## src/rtl/pfm_cbuf_ctrl_pkg.sv

```systemverilog
// Shared definitions for the prefetch-monitor circular buffer controller.
package pfm_cbuf_ctrl_pkg;

    localparam int PFM_CBUF_SIZE = 512;

    // Decode-stage stats record as stored in the buffer.
    typedef logic [63:0] pfm_cbuf_rec_t;

    typedef enum logic {
        ST_RUN     = 1'b0,
        ST_RD_WAIT = 1'b1
    } cbuf_state_e;

endpackage

```

## src/rtl/pfm_cbuf_ctrl.sv

```systemverilog
// Circular-buffer controller: arbitrates push/pop onto one RAM port, owns the
// head/tail pointers and occupancy count, and sequences flushes.
module pfm_cbuf_ctrl
    import pfm_cbuf_ctrl_pkg::*;
#(
    parameter int Width   = $bits(pfm_cbuf_rec_t),
    parameter int Size    = PFM_CBUF_SIZE,
    parameter int PtrBits = $clog2(Size)
) (
    input  logic               clk,
    input  logic               reset,
    input  logic               push_valid,
    output logic               push_retry,
    input  logic [Width-1:0]   push_data,
    input  logic               pop_valid,
    output logic               pop_retry,
    output logic               popack_valid,
    input  logic               popack_retry,
    output logic [Width-1:0]   popack_data,
    input  logic               flush_valid,
    output logic               flush_retry,
    output logic               ram_req_valid,
    input  logic               ram_req_retry,
    output logic               ram_req_we,
    output logic [PtrBits-1:0] ram_req_pos,
    output logic [Width-1:0]   ram_req_data,
    input  logic               ram_ack_valid,
    output logic               ram_ack_retry,
    input  logic [Width-1:0]   ram_ack_data,
    output logic [PtrBits:0]   occupancy,
    output logic               full,
    output logic               empty
);

    localparam int CntBits = PtrBits + 1;

    logic [PtrBits-1:0] head_q, head_d;
    logic [PtrBits-1:0] tail_q, tail_d;
    logic [CntBits-1:0] count_q, count_d;
    logic               rr_q, rr_d;
    cbuf_state_e        state_q, state_d;

    logic push_elig, pop_elig, push_win, pop_win;
    logic push_go, pop_go, flush_go, ack_go, rd_wait;

    assign rd_wait   = (state_q == ST_RD_WAIT);
    assign full      = (count_q == CntBits'(Size));
    assign empty     = (count_q == '0);
    assign occupancy = count_q;

    // Eligibility is gated by reset so every request output holds its idle value while reset is low.
    assign push_elig = reset && push_valid && !full && !flush_valid;
    assign pop_elig  = reset && pop_valid && !empty && !rd_wait && !flush_valid;
    assign push_win  = push_elig && (!pop_elig || !rr_q);
    assign pop_win   = pop_elig && (!push_elig || rr_q);

    assign ram_req_valid = push_elig || pop_elig;
    assign ram_req_we    = push_win;
    assign ram_req_pos   = push_win ? head_q : tail_q;
    assign ram_req_data  = push_data;

    assign push_retry  = push_win ? ram_req_retry : 1'b1;
    assign pop_retry   = pop_win ? ram_req_retry : 1'b1;
    assign flush_retry = !reset || rd_wait;

    // An ack seen while no read is outstanding (e.g. straggler across reset) is dropped.
    assign popack_valid  = ram_ack_valid && rd_wait;
    assign popack_data   = ram_ack_data;
    assign ram_ack_retry = popack_retry;

    assign push_go  = push_win && !ram_req_retry;
    assign pop_go   = pop_win && !ram_req_retry;
    assign flush_go = flush_valid && !flush_retry;
    assign ack_go   = popack_valid && !popack_retry;

    // NOTE: every always_comb output gets a default first so no path can infer a latch.
    always_comb begin
        head_d  = head_q;
        tail_d  = tail_q;
        count_d = count_q;
        rr_d    = rr_q;
        state_d = state_q;

        if (flush_go) begin
            head_d  = '0;
            tail_d  = '0;
            count_d = '0;
            rr_d    = 1'b0;
        end else begin
            if (push_go) head_d = head_q + 1'b1;
            if (pop_go)  tail_d = tail_q + 1'b1;
            case ({push_go, pop_go})
                2'b10:   count_d = count_q + 1'b1;
                2'b01:   count_d = count_q - 1'b1;
                default: count_d = count_q;
            endcase
            // Priority passes to the loser only after a contested grant.
            if (push_elig && pop_elig && (push_go || pop_go)) rr_d = push_go;
        end

        if (pop_go)                state_d = ST_RD_WAIT;
        else if (rd_wait && ack_go) state_d = ST_RUN;
    end

    // NOTE: sequential state uses non-blocking assignments so all registers update from pre-edge values.
    always_ff @(posedge clk or negedge reset) begin
        if (!reset) begin
            head_q  <= '0;
            tail_q  <= '0;
            count_q <= '0;
            rr_q    <= 1'b0;
            state_q <= ST_RUN;
        end else begin
            head_q  <= head_d;
            tail_q  <= tail_d;
            count_q <= count_d;
            rr_q    <= rr_d;
            state_q <= state_d;
        end
    end

endmodule

```

## config.mk

```make
export PLATFORM = sky130hd
export DESIGN_NAME = pfm_cbuf_ctrl
export DESIGN_NICKNAME = d
export VERILOG_FILES = /design/src/rtl/pfm_cbuf_ctrl_pkg.sv /design/src/rtl/pfm_cbuf_ctrl.sv
export SDC_FILE = /design/constraint.sdc
export NUM_CORES = 1
export LEC_CHECK = 0
export ABC_AREA = 1
export CAP_MARGIN = 20
export CELL_PAD_IN_SITES_DETAIL_PLACEMENT = 2
export CELL_PAD_IN_SITES_GLOBAL_PLACEMENT = 2
export CORE_MARGIN = 4
export CORE_UTILIZATION = 14
export CTS_CLUSTER_SIZE = 28
export DETAILED_ROUTE_END_ITERATION = 8
export GPL_TIMING_DRIVEN = 0
export PLACE_DENSITY_LB_ADDON = 0.1
export SLEW_MARGIN = 20
export SYNTH_ARGS = -nofsm -noshare
export SYNTH_HDL_FRONTEND = slang
export SYNTH_SLANG_ARGS = --single-unit
export TNS_END_PERCENT = 50
```

## constraint.sdc

```tcl
create_clock -name clk -period 2.53 [get_ports clk]
set_input_delay 0.3795 -clock clk [delete_from_list [all_inputs] [get_ports clk]]
set_output_delay 0.3795 -clock clk [all_outputs]
set_load 0.005 [all_outputs]
```

==> run metrics <==
vias per inst=3.726; Worst slew margin=52.97%; Worst setup EP type=output port; Int Power=~1.5 mW; crit path max fanout=10; ANT nets after route=0; Cells after Synth=415; Synth Cell Area=2997 um^2; Final GP Congestion=0.7193; DRT Pass-1 Iters=4; Max VDD drop=0.0002446 V; CTS tree=yes; layout cells sized above 1=35.66%; Die W=154.3 um; largest net degree at the start of global routing=18; kind of start point of the critical path=input pin; routed vias=3324; reported net switching power=0.7714 mW; Worst Path Class, Setup=input pin to output port; IO Count=between 200 and 300; top_reg_cell synth=dfrtp_1; DRT iter0 DRCs=60; crit path time final=around 2.4 ns; crit path cell chain=clkdlybuf4s50_1 -> nor3b_4 -> nand2_4 -> nor2_8 -> nand2_8 -> buf_4 -> buf_12 -> dlygate4sd2_1; number of remaining DRC errors=0; final setup violating endpoints=0; footprint of the multi-input gates=1275 um^2; most frequent cells in the layout=157 x buf_4, 150 x clkdlybuf4s50_1, 73 x nand2_1, 39 x inv_1, 26 x dfrtp_1; CP max stage cell=clkdlybuf4s50_1; register cell area after layout=around 760 um^2; DRT Wirelength=13640 um; Reg clk slew, reported paths=0.06 ns; Slew Viols, Final=0; Final Hold Vio Count=0; initial cell density of the core=14.26%; Total GRT Usage=between 10% and 20%; CP required=2.15 ns; number of synthesized register bits=30; busiest grt layer=met2; Flop pwr share=24.4%; Area Overhead vs Synth=86.51%; fmax=412.9 MHz; CTS Buffer Depth=2; layout filler cell count=~2500; DIE AREA=23810 um^2; vias in the first global route=3681; Synth async-reset ratio=between 90% and 100%; root buffer cell=clkbuf_16; buffers plus inverters on the worst setup path=4; Comb pwr share=47.9%; # diodes=0; Clk pwr share=27.7%; port buffer count=163; met1 usage=12.36%; Ys Warns=0; die height=roughly 150 um; CTS sink count=30; switch share=33.41%; Post-DP Area=4995 um^2; Leak=2.580 nW; CORE AREA=21020 um^2; max incr delay on CP=between 0.4 and 0.5 ns; Seq/Total Area, Yosys=roughly a quarter; Pwr Density=413.1 nW/um^2; dpl hpwl=~11000 um; met3 Track Usage GR=2.434%; Tot Pwr=2.309 mW; largest delay contributor family on the critical path=buffers and inverters; Clock Skew=0.007792 ns; fin util=26.59%; Final nets=757; routing usage on met2=between 20% and 30%; CTS buffer count=5; Post-synth EDFFs=0; cell area after layout=~5600 um^2; RSZ-0062 raised after global routing=true; grt ovf=0; post-synth net total=roughly 560; Clock Latency Late Sink=0.29 ns; worst hold path type=input pin to async pin; max-cap check violation count=0; worst-margin pin slew=0.7031 ns; Avg Synthesized Cell Area=7.221 um^2; commonest non-fill, non-tap cell in the layout=buf_4; global-route wire length before repair=~21000 um; number of antenna violations at the first check in global routing=0; Yosys cell types=36; htree depth=2; cell row count=53; status=finished, final reports clean; WL/cell=15.29 um; final worst path period share=95.73%; Critical Path AT=2.04 ns
==> synthesized netlist by cell type (3+ instances only) <==
| cell type | n | area [um^2] |
|---|---|---|
| buf_4 | 129 | 968.4 |
| nand2_1 | 80 | 300.3 |
| inv_1 | 40 | 150.1 |
| dfrtp_1 | 30 | 750.7 |
| nor2_1 | 25 | 93.84 |
| o21ai_0 | 23 | 115.1 |
| nand3_1 | 20 | 100.1 |
| a21oi_1 | 10 | 50.05 |
| o21ai_1 | 7 | 35.03 |
| o22ai_1 | 6 | 37.54 |
| ha_1 | 5 | 62.56 |
| nor3_1 | 4 | 20.02 |
| inv_2 | 3 | 11.26 |
| nand2_2 | 3 | 18.77 |
| xor2_1 | 3 | 26.28 |
==> worst register-to-register path, stage by stage (launching register included) <==
cell	delay, ns
dfrtp_2	0.43
nor2_2	0.13
nand2_2	0.07
nor2_4	0.19
nand2_4	0.09
nand3b_4	0.13
buf_12	0.12
nand3_2	0.13
nand2_1	0.10
inv_1	0.04
ha_1	0.16
inv_1	0.08
nand2_2	0.07
nand3_2	0.09
o21ai_4	0.08
buf_4	0.15
nand2_1	0.05
nand2_1	0.06
o22ai_2	0.13
==> sequential cells by signal, indices dropped and copies added, names as in the netlist <==
| register | flops |
|---|---|
| rr_q | 1 |
| occupancy | 10 |
| rd_wait | 1 |
| head_q | 9 |
| tail_q | 9 |
==> metrics by stage <==
| step | setup TNS (ns) | hold WS [ns] | std cells | setup slack, ns |
|---|---|---|---|---|
| floorplan | 0 | 0.08391 | 415 | 0.4236 |
| global placement | -64.43 | 0.5009 | 853 | -1.921 |
| detailed placement | -7.519 | 0.3724 | 854 | -0.5345 |
| CTS | -0.02797 | 0.08146 | 875 | -0.02797 |
| global route | -0.2146 | 0.08576 | 892 | -0.08729 |
| finish | 0 | 0.07755 | 892 | 0.1080 |
==> cell type report <==
cell class                      instances  share of cell area (%)
Tap cell                              275                   6.156
Buffer                                132                   18.20
Clock inverter                          2                  0.2239
Timing Repair Buffer                  193                   33.51
Inverter                               43                   3.089
Clock buffer                            6                   2.485
Sequential cell                        30                   13.52
Multi-Input combinational cell        211                   22.81
==> per-layer routing <==
metal	vias to the layer above	wire length (um)	share of wire [%]
met1	1616	5230	38
met4	0	61	0.45
met5	-	0	0
met3	8	740	5.4
li1	1589	-	-
met2	111	7604	56
==> power by group through the flow <==
| stage | logic [mW] | registers [mW] | clock network [mW] |
|---|---|---|---|
| after floorplan | 0.416 | 0.568 | 0 |
| after global placement | 0.885 | 0.578 | 0 |
| after detailed placement | 0.901 | 0.580 | 0 |
| after CTS | 1.04 | 0.562 | 0.666 |
| after global routing | 1.21 | 0.568 | 0.689 |
| final | 1.11 | 0.563 | 0.640 |
==> timing repair <==
item / CTS / global route
gates cloned: 1 / 0
endpoints found under the hold margin: 13 / 0
pin swaps: 5 / 12
setup buffers: 11 / 17
hold buffers: 1 / 0
resized for setup: 49 / 24
endpoints found under the setup margin: 22 / 17
==> cells by family (layout without fill, tap and decap cells) <==
kind of cell             Yosys count  in the layout  share of synthesized area [%]
AO/OA/AOI/OAI                     52             52                          9.562
buffers and inverters            175            376                          38.33
XOR/XNOR                           5              5                          1.712
flip-flops                        30             30                          25.05
AND/OR/NAND/NOR                  148            149                          23.26
adder cells (fa/ha/maj)            5              5                          2.088
==> worst paths after layout <==
path / from / endpoint / slack, ns / cells after the start
worst min register to register: tail_q[6] / tail_q[7] / 0.52 / 1
worst max register to register: occupancy[2] / occupancy[4] / 0.15 / 18
min in group clk: tail_q[6] / tail_q[7] / 0.52 / 1
worst min-delay path: reset / head_q[8] / 0.08 / 2
max in group asynchronous: reset / occupancy[2] / 1.26 / 2
worst max-delay path: pop_valid / pop_retry / 0.11 / 8
No activity file was read; power rests on OpenSTA's default activity.
